`src/rtl/seq_chunk_adder_pkg.sv`:
```
// Shared types and elaboration helpers for seq_chunk_adder.
package seq_chunk_adder_pkg;

  typedef enum logic [1:0] {
    IDLE,
    RUN,
    DONE
  } state_t;

  function automatic int unsigned calc_nsteps(input int unsigned width,
                                              input int unsigned chunk);
    return width / chunk;
  endfunction

  // Step counter needs at least one bit even when a single step suffices.
  function automatic int unsigned cnt_width(input int unsigned nsteps);
    return (nsteps <= 1) ? 1 : $clog2(nsteps);
  endfunction

endpackage

```
`src/rtl/seq_chunk_adder_fa_chain.sv`:
```
// Combinational CHUNK-bit ripple of full-adder cells; also exposes the carry
// into the top bit so the caller can derive signed overflow.
module fa_chain #(
  parameter int unsigned CHUNK = 4
) (
  input  logic [CHUNK-1:0] x,
  input  logic [CHUNK-1:0] y,
  input  logic             ci,
  output logic [CHUNK-1:0] sum,
  output logic             co,
  output logic             c_msb
);

  logic [CHUNK:0] w_c;

  always_comb begin
    w_c    = '0;
    sum    = '0;
    w_c[0] = ci;
    for (int unsigned i = 0; i < CHUNK; i++) begin
      sum[i]   = x[i] ^ y[i] ^ w_c[i];
      w_c[i+1] = (x[i] & y[i]) | (w_c[i] & (x[i] ^ y[i]));
    end
    co    = w_c[CHUNK];
    c_msb = w_c[CHUNK-1];
  end

endmodule

```
`src/rtl/seq_chunk_adder.sv`:
```
// Multi-cycle adder: CHUNK bits per clock behind a start/done handshake.
// Define SEQ_CHUNK_ADDER_SUB_EN to add the sub port (a + ~b + 1 when sub=1).
module seq_chunk_adder
  import seq_chunk_adder_pkg::*;
#(
  parameter int unsigned WIDTH = 16,
  parameter int unsigned CHUNK = 4
) (
  input  logic             clk,
  input  logic             rst_n,
  input  logic             start,
  input  logic [WIDTH-1:0] a,
  input  logic [WIDTH-1:0] b,
  input  logic             cin,
`ifdef SEQ_CHUNK_ADDER_SUB_EN
  input  logic             sub,
`endif
  output logic             busy,
  output logic             done,
  output logic [WIDTH-1:0] S,
  output logic             Cout,
  output logic             V
);

  localparam int unsigned    NSTEPS = calc_nsteps(WIDTH, CHUNK);
  localparam int unsigned    CW     = cnt_width(NSTEPS);
  localparam logic [CW-1:0]  LAST_K = CW'(NSTEPS - 1);

  generate
    if ((WIDTH % CHUNK) != 0) begin : g_bad_chunk
      $error("seq_chunk_adder: WIDTH must be a multiple of CHUNK");
    end
  endgenerate

  state_t           r_state;
  logic [WIDTH-1:0] r_a;
  logic [WIDTH-1:0] r_b;
  logic [WIDTH-1:0] r_sum;
  logic             r_carry;
  logic [CW-1:0]    r_k;

  logic [WIDTH-1:0] w_b_eff;
  logic             w_cin_eff;
  logic [CHUNK-1:0] w_x;
  logic [CHUNK-1:0] w_y;
  logic [CHUNK-1:0] w_chunk_sum;
  logic             w_co;
  logic             w_c_msb;
  logic [WIDTH-1:0] w_sum_full;

  // Subtraction is folded in at capture time so the datapath only ever adds.
`ifdef SEQ_CHUNK_ADDER_SUB_EN
  assign w_b_eff   = sub ? ~b : b;
  assign w_cin_eff = sub ? 1'b1 : cin;
`else
  assign w_b_eff   = b;
  assign w_cin_eff = cin;
`endif

  always_comb begin
    w_x = r_a[r_k*CHUNK +: CHUNK];
    w_y = r_b[r_k*CHUNK +: CHUNK];
  end

  fa_chain #(
    .CHUNK(CHUNK)
  ) u_fa_chain (
    .x    (w_x),
    .y    (w_y),
    .ci   (r_carry),
    .sum  (w_chunk_sum),
    .co   (w_co),
    .c_msb(w_c_msb)
  );

  // Working sum with the current chunk merged in; on the last step this is the result.
  always_comb begin
    w_sum_full                      = r_sum;
    w_sum_full[r_k*CHUNK +: CHUNK]  = w_chunk_sum;
  end

  always_ff @(posedge clk or negedge rst_n) begin
    if (!rst_n) begin
      r_state <= IDLE;
      r_a     <= '0;
      r_b     <= '0;
      r_sum   <= '0;
      r_carry <= 1'b0;
      r_k     <= '0;
      busy    <= 1'b0;
      done    <= 1'b0;
      S       <= '0;
      Cout    <= 1'b0;
      V       <= 1'b0;
    end else begin
      case (r_state)
        IDLE, DONE: begin
          done <= 1'b0;
          if (start) begin
            r_a     <= a;
            r_b     <= w_b_eff;
            r_carry <= w_cin_eff;
            r_k     <= '0;
            busy    <= 1'b1;
            r_state <= RUN;
          end else begin
            r_state <= IDLE;
          end
        end
        RUN: begin
          r_sum   <= w_sum_full;
          r_carry <= w_co;
          if (r_k == LAST_K) begin
            S       <= w_sum_full;
            Cout    <= w_co;
            V       <= w_co ^ w_c_msb;
            busy    <= 1'b0;
            done    <= 1'b1;
            r_k     <= '0;
            r_state <= DONE;
          end else begin
            r_k <= r_k + 1'b1;
          end
        end
        default: r_state <= IDLE;
      endcase
    end
  end

endmodule

```
`config.mk`:
```
export PLATFORM = sky130hd
export DESIGN_NAME = seq_chunk_adder
export DESIGN_NICKNAME = d
export VERILOG_FILES = /design/src/rtl/seq_chunk_adder_pkg.sv /design/src/rtl/seq_chunk_adder_fa_chain.sv /design/src/rtl/seq_chunk_adder.sv
export SDC_FILE = /design/constraint.sdc
export NUM_CORES = 1
export LEC_CHECK = 0
export ABC_CLOCK_PERIOD_IN_PS = 3500
export CAP_MARGIN = 20
export CORE_MARGIN = 3
export CORE_UTILIZATION = 28
export CTS_CLUSTER_DIAMETER = 100
export DETAILED_ROUTE_END_ITERATION = 7
export DONT_BUFFER_PORTS = 1
export GPL_ROUTABILITY_DRIVEN = 0
export PLACE_DENSITY = 0.46
export SETUP_SLACK_MARGIN = 0.02
export SLEW_MARGIN = 20
export SYNTH_ARGS = -nofsm -noshare
export SYNTH_HDL_FRONTEND = slang
export SYNTH_SLANG_ARGS = --single-unit
export TNS_END_PERCENT = 100
```
`constraint.sdc`:
```
create_clock -name clk -period 3.5 [get_ports clk]
set_clock_uncertainty 0.05 [all_clocks]
set_input_delay 0 -clock clk [delete_from_list [all_inputs] [get_ports clk]]
set_output_delay 0 -clock clk [all_outputs]
set_load 0.01 [all_outputs]
```
After elaboration in Yosys (flattened, before gate mapping)
Cells that the tools add are included.
{"block": "word_totals", "output_inout_bits": 20, "regBits": 73, "in_bits": 36, "word_cells": 65}
{"block": "op_classes", "n_eq_ne": 5, "bitwise_logic": 21, "mux": 14, "shifts": 4, "reduce_logical": 8, "n_addsub": 2}
{"cell": "$neg A4 Y34", "n": 1}
{"cell": "$shift A4 B34 Y16 const A", "n": 1}
{"cell": "$shiftx A4 B34 Y16", "n": 1}
{"cell": "$shiftx A16 B5 Y4", "n": 2}
{"cell": "$bwmux W16", "n": 1}
{"cell": "$xor A1 B1 Y1", "n": 9}
{"cell": "$and A1 B1 Y1", "n": 8}
{"cell": "$pmux W2 S2", "n": 2}
{"cell": "$reduce_and A2 Y1", "n": 4}
{"cell": "$mux W2", "n": 3}
{"cell": "$pmux W1 S2", "n": 3}
{"cell": "$mux W1", "n": 5}
{"cell": "$eq A2 B2 Y1 const B", "n": 2}
{"cell": "$ne A2 B2 Y1 const B", "n": 2}
{"cell": "$or A1 B1 Y1", "n": 4}
{"cell": "$reduce_and A3 Y1", "n": 1}
{"cell": "$add A2 B1 Y2 const B", "n": 1}
{"cell": "$eq A2 B1 Y1 const B", "n": 1}
{"cell": "$logic_not A2 Y1", "n": 1}
{"cell": "$reduce_bool A2 Y1", "n": 1}
{"cell": "$reduce_or A2 Y1", "n": 1}

Depth between registers and ports, before layout
{"block": "logic_depth", "ltp_word": 11, "mapped_depth": 13, "mapped_depth_nobuf": 11}

By module
Synthesis repeated with hierarchy kept, for this count alone.
{"block": "hier_totals", "cells_unflattened": 341, "area_unflattened_um2": 3417.0}
{"module": "seq_chunk_adder", "seq_area_each_um2": 1826.8, "n_inst": 1, "area_each_um2": 3306.9, "cells_per_inst": 329}
{"module": "fa_chain", "seq_area_each_um2": 0.0, "n_inst": 1, "area_each_um2": 110.1, "cells_per_inst": 12}

Least setup slack after synthesis
Ideal clock, no wire load.
{"block": "synth_timing", "path_kind": "reg2reg", "start": "register r_k[0]", "end": "register S[15]", "slack_ns": 0.494, "n_path_buf": 2, "required_time_ns": 3.328, "stages_incl_launch_ff": 14, "period_less_slack_ns": 3.006, "arrival_ns": 2.834, "setup_time_ns": 0.122, "path_cell_list": "dfrtp_1 buf_6 mux4_2 inv_1 fa_1 inv_1 fa_1 inv_1 fa_1 inv_1 fa_1 buf_2 a21oi_1 a21oi_2"}
{"block": "synth_via", "elab_chain_len": 11, "elab_cells_between_ends": 25, "cone_classes": "add/sub (1); eq/ne (1); shift (4); mux (1); bitwise (17); reduce/logical (1)"}
{"element": "from (decl)", "line_no": "seq_chunk_adder.sv:40", "source": "logic [CW-1:0] r_k;"}
{"element": "from (signal assigned)", "line_no": "seq_chunk_adder.sv:122", "source": "r_k <= r_k + 1'b1;"}
{"element": "$shiftx A16 B5 Y4, on equally long branches", "line_no": "seq_chunk_adder.sv:61, seq_chunk_adder.sv:62"}
{"element": "$xor A1 B1 Y1", "line_no": "seq_chunk_adder_fa_chain.sv:21, seq_chunk_adder_fa_chain.sv:22"}
{"element": "$and A1 B1 Y1", "line_no": "seq_chunk_adder_fa_chain.sv:22", "source": "w_c[i+1] = (x[i] & y[i]) | (w_c[i] & (x[i] ^ y[i]));"}
{"element": "$or A1 B1 Y1", "line_no": "seq_chunk_adder_fa_chain.sv:22"}
{"element": "$and A1 B1 Y1", "line_no": "seq_chunk_adder_fa_chain.sv:22"}
{"element": "$or A1 B1 Y1", "line_no": "seq_chunk_adder_fa_chain.sv:22"}
{"element": "$and A1 B1 Y1", "line_no": "seq_chunk_adder_fa_chain.sv:22"}
{"element": "$or A1 B1 Y1", "line_no": "seq_chunk_adder_fa_chain.sv:22"}
{"element": "$xor A1 B1 Y1", "line_no": "seq_chunk_adder_fa_chain.sv:21", "source": "sum[i] = x[i] ^ y[i] ^ w_c[i];"}
{"element": "$shiftx A4 B34 Y16", "line_no": "seq_chunk_adder.sv:79", "source": "w_sum_full[r_k*CHUNK +: CHUNK] = w_chunk_sum;"}
{"element": "$bwmux W16", "line_no": "seq_chunk_adder.sv:79"}
{"element": "to (signal assigned)", "line_no": "seq_chunk_adder.sv:114", "source": "S <= w_sum_full;"}
{"element": "to (decl)", "line_no": "seq_chunk_adder.sv:20", "source": "output logic [WIDTH-1:0] S,"}
Several ways; a longest one is shown, not always the timed one.
A chain may end at the register's enable or synchronous reset.

Final worst setup path
{"block": "layout_timing", "start": "register r_k[0]", "end": "register r_carry"}
{"block": "layout_via", "elab_chain_len": 11, "elab_cells_between_ends": 19, "cone_classes": "shift (2); mux (1); bitwise (16)"}
{"element": "$shiftx A16 B5 Y4, on equally long branches", "line_no": "seq_chunk_adder.sv:61, seq_chunk_adder.sv:62"}
{"element": "$xor A1 B1 Y1", "line_no": "seq_chunk_adder_fa_chain.sv:22"}
{"element": "$and A1 B1 Y1", "line_no": "seq_chunk_adder_fa_chain.sv:22"}
{"element": "$or A1 B1 Y1", "line_no": "seq_chunk_adder_fa_chain.sv:22"}
{"element": "$and A1 B1 Y1", "line_no": "seq_chunk_adder_fa_chain.sv:22"}
{"element": "$or A1 B1 Y1", "line_no": "seq_chunk_adder_fa_chain.sv:22"}
{"element": "$and A1 B1 Y1", "line_no": "seq_chunk_adder_fa_chain.sv:22"}
{"element": "$or A1 B1 Y1", "line_no": "seq_chunk_adder_fa_chain.sv:22"}
{"element": "$and A1 B1 Y1", "line_no": "seq_chunk_adder_fa_chain.sv:22"}
{"element": "$or A1 B1 Y1 *", "line_no": "seq_chunk_adder_fa_chain.sv:22"}
{"element": "named net u_fa_chain.co", "line_no": "seq_chunk_adder_fa_chain.sv:10", "source": "output logic co,"}
{"element": "$pmux W1 S2 *", "line_no": "seq_chunk_adder.sv:96", "source": "case (r_state)"}
{"element": "to (signal assigned)", "line_no": "seq_chunk_adder.sv:102", "source": "r_carry <= w_cin_eff;"}
{"element": "to (signal assigned)", "line_no": "seq_chunk_adder.sv:112", "source": "r_carry <= w_co;"}
{"element": "to (decl)", "line_no": "seq_chunk_adder.sv:39", "source": "logic r_carry;"}
Mark *: on every way through the listed nets, which the timed path passes. The rest lies on a longest branch.

==> reports/summary.txt <==
status = complete, no violations
DR iter-0 viols = 110
Worst-Margin Slew = 0.556 ns
cell area after synthesis = 3430 um2
H-tree levels = 3
postcts setup bufs = 0
largest family of logic cells by synthesized area = simple AND/OR/NAND/NOR gates
Fill cells = 1,196
Synth Area in XOR/XNOR = 0.255%
final WL = 7690 um
post-synthesis register bit count = 73
vias in the first global route = 2,369
pre-CTS WS = 0.344 ns
Worst Path Required = 3.66 ns
# nets final = 409
Post-synth EDFFs = 0
fin crit share = 95.4%
CTS Buffer Depth = 2
leading cell type in the layout, fill and taps excluded = nand2_1
final slew viol count = 0
worst r2r src = r_k[0]$_DFFE_PN0P_
die area = 13,600 um2
r2r setup slk = 0.16 ns
Ys Warns = 0
root buf cell = clkbuf_16
largest net degree at the start of global routing = 74
Fin Setup TNS = 0 ns
# rows = 39
ant diodes = 0
Synth Area in Simple Gates = 20.6%
DRC viols = 0
Skew-Pair Late Insertion Delay = 0.33 ns
FF-to-FF End = r_carry$_DFFE_PN0P_
met3 Resource Use GR = 4.09%
post-detail-place hpwl = 5330 um
Layout area overhead = 23.9%
I/O Pins = 56
Clock transition at path regs = 0.05 ns
net count after synthesis = 374
CTS tree = built
most frequent cells in the layout = nand2_1, dfrtp_1, dlygate4sd3_1
ratio of cells with drive above 1 in the final layout = 12.2%
average wire per standard cell = 15.1 um
Hold Crit Depth = 3
min Tclk post-route = 3.34 ns
setup slack after layout = 0.161 ns
gr usage total = 12.3%
Hold EP = r_b[4]$_DFFE_PN0P_
GR Util met2 = 19.1%
part of the Yosys area used for sequential elements = 53.2%
final hold vios = 0
crit path launch type = flop
GRT Max-Usage Layer = met2
Final Core Density = 36.3%
critical hold path startpoint = start
FF-to-FF path depth = 12
Die Ht = 117 um
initial antenna violation count = 0
Crit Path Category = flop to flop
DR vias = 2,376
M1 GR Usage = 16.3%
Synth Flop Type = dfrtp_1
antenna-violating nets left = 0
leakage = 1.97 nW
die span in x = 117 um
Worst Path Arrival = 3.50 ns
pwr/cell area = 1050 nW/um2
CTS buffer count = 9
Slew HR = 62.8%
Post-Synthesis Cells = 328
post-synth cell types = 32
Hold WS = 0.0210 ns
clock sink count = 73
global-route congestion overflow total = 0
Critical Path Fanout Max = 5
Synth Area in Compound Gates = 10.3%
input/output buffers = 0
Post-synth ARST share = 100%
via/cell ratio = 4.65
Peak Freq = 0.299 GHz
Core Footprint = 11,700 um2
synthesized area per cell = 10.5 um2
CP Capture Type = flop
first-pass GRT wire length = 12,700 um
total iterations of the first detailed-routing run = 4
starting density of the core = 29.3%
maxcap violations = 0
RSZ-0062 raised after global routing = no
# setup viols final = 0
Hold Crit Class = input port to flop
mux contribution to synthesized area = 6.02%
worst vdd ir = 0.000453 V
Post-Synth Adder-Cell Area = 4.52%
==> registers in the layout (all words and copies together) (netlist names), 2 cells and up <==
name and count:
r_k 2, r_sum 16, r_state 2, r_b 16
r_a 16, S 16
==> synth_stat cells (3+ instances only) <==
master    count  share of area [%]
mux4_2        7                4.6
fa_1          4                2.3
buf_6         3               0.98
a21oi_1      14                2.0
nor2b_1       6                1.1
buf_2        13                1.9
inv_1        10                1.1
and2b_1       3               0.66
ha_1          6                2.2
buf_4         4               0.87
a31oi_1       4               0.73
nor2_1       19                2.1
dfrtp_1      73                 53
nand2b_1     17                3.1
nor4bb_1      3               0.87
nand2_1     105                 11
a31oi_2       5                1.8
a22o_1        8                2.0
a32o_1        8                2.3
==> final cells by class <==
| class | count | area (um2) | area share, % |
|---|---|---|---|
| sequential | 73 | 1830 | 43.0 |
| tap | 143 | 179 | 4.21 |
| clock buffer | 11 | 243 | 5.71 |
| multi-input combinational | 224 | 1430 | 33.7 |
| inverter | 11 | 46.3 | 1.09 |
| clock inverter | 5 | 78.8 | 1.85 |
| timing repair buffer | 44 | 444 | 10.4 |
==> critical path, stage by stage, from the launching register on <==
cell	delay (ns)
dfrtp_2	0.44
mux4_1	0.56
inv_1	0.09
fa_1	0.16
inv_1	0.05
fa_1	0.35
inv_1	0.08
fa_1	0.21
inv_1	0.06
fa_1	0.42
nor2_1	0.14
a31oi_1	0.05
dlygate4sd3_1	0.57
==> worst max-delay path by stage <==
stage	depth (start not counted)	from	end
after floorplan	13	r_k[0]$_DFFE_PN0P_	S[15]$_DFFE_PN0P_
after global placement	9	r_k[0]$_DFFE_PN0P_	S[15]$_DFFE_PN0P_
after detailed placement	9	r_k[0]$_DFFE_PN0P_	S[3]$_DFFE_PN0P_
after CTS	10	r_k[0]$_DFFE_PN0P_	r_carry$_DFFE_PN0P_
after global routing	12	r_k[0]$_DFFE_PN0P_	r_carry$_DFFE_PN0P_
final	12	r_k[0]$_DFFE_PN0P_	r_carry$_DFFE_PN0P_
==> report_power, final <==
part	switching [mW]	internal [mW]
logic	1.10	0.858
registers	0.301	1.22
clock network	0.339	0.642
total	1.74	2.72
==> metrics by stage <==
| step | cell area, um2 | std cells | power (mW) |
|---|---|---|---|
| after floorplan | 3430 | 328 | 2.93 |
| after global placement | 3540 | 458 | 3.43 |
| after detailed placement | 3540 | 458 | 3.47 |
| after CTS | 4250 | 511 | 4.54 |
| after global routing | 4250 | 511 | 4.85 |
| final | 4250 | 511 | 4.46 |
==> per-layer routing <==
layer | wire (um) | share of wire [%]
met1 | 3650 | 47
met2 | 3530 | 46
met3 | 429 | 5.6
met4 | 85 | 1.1
met5 | 0 | 0
==> repair_timing <==
item,in CTS,in global routing
gates resized for setup,0,2
setup endpoints to repair,0,1
hold buffers,37,0
endpoints found under the hold margin,108,0
==> kinds of logic after synthesis <==
logic type               count (synthesis)
multiplexers                            10
buffers and inverters                   31
AND/OR/NAND/NOR                        158
XOR/XNOR                                 1
AO/OA/AOI/OAI                           45
adder cells (fa/ha/maj)                 10
flip-flops                              73
Note: power is estimated with default switching activity, not from simulation.
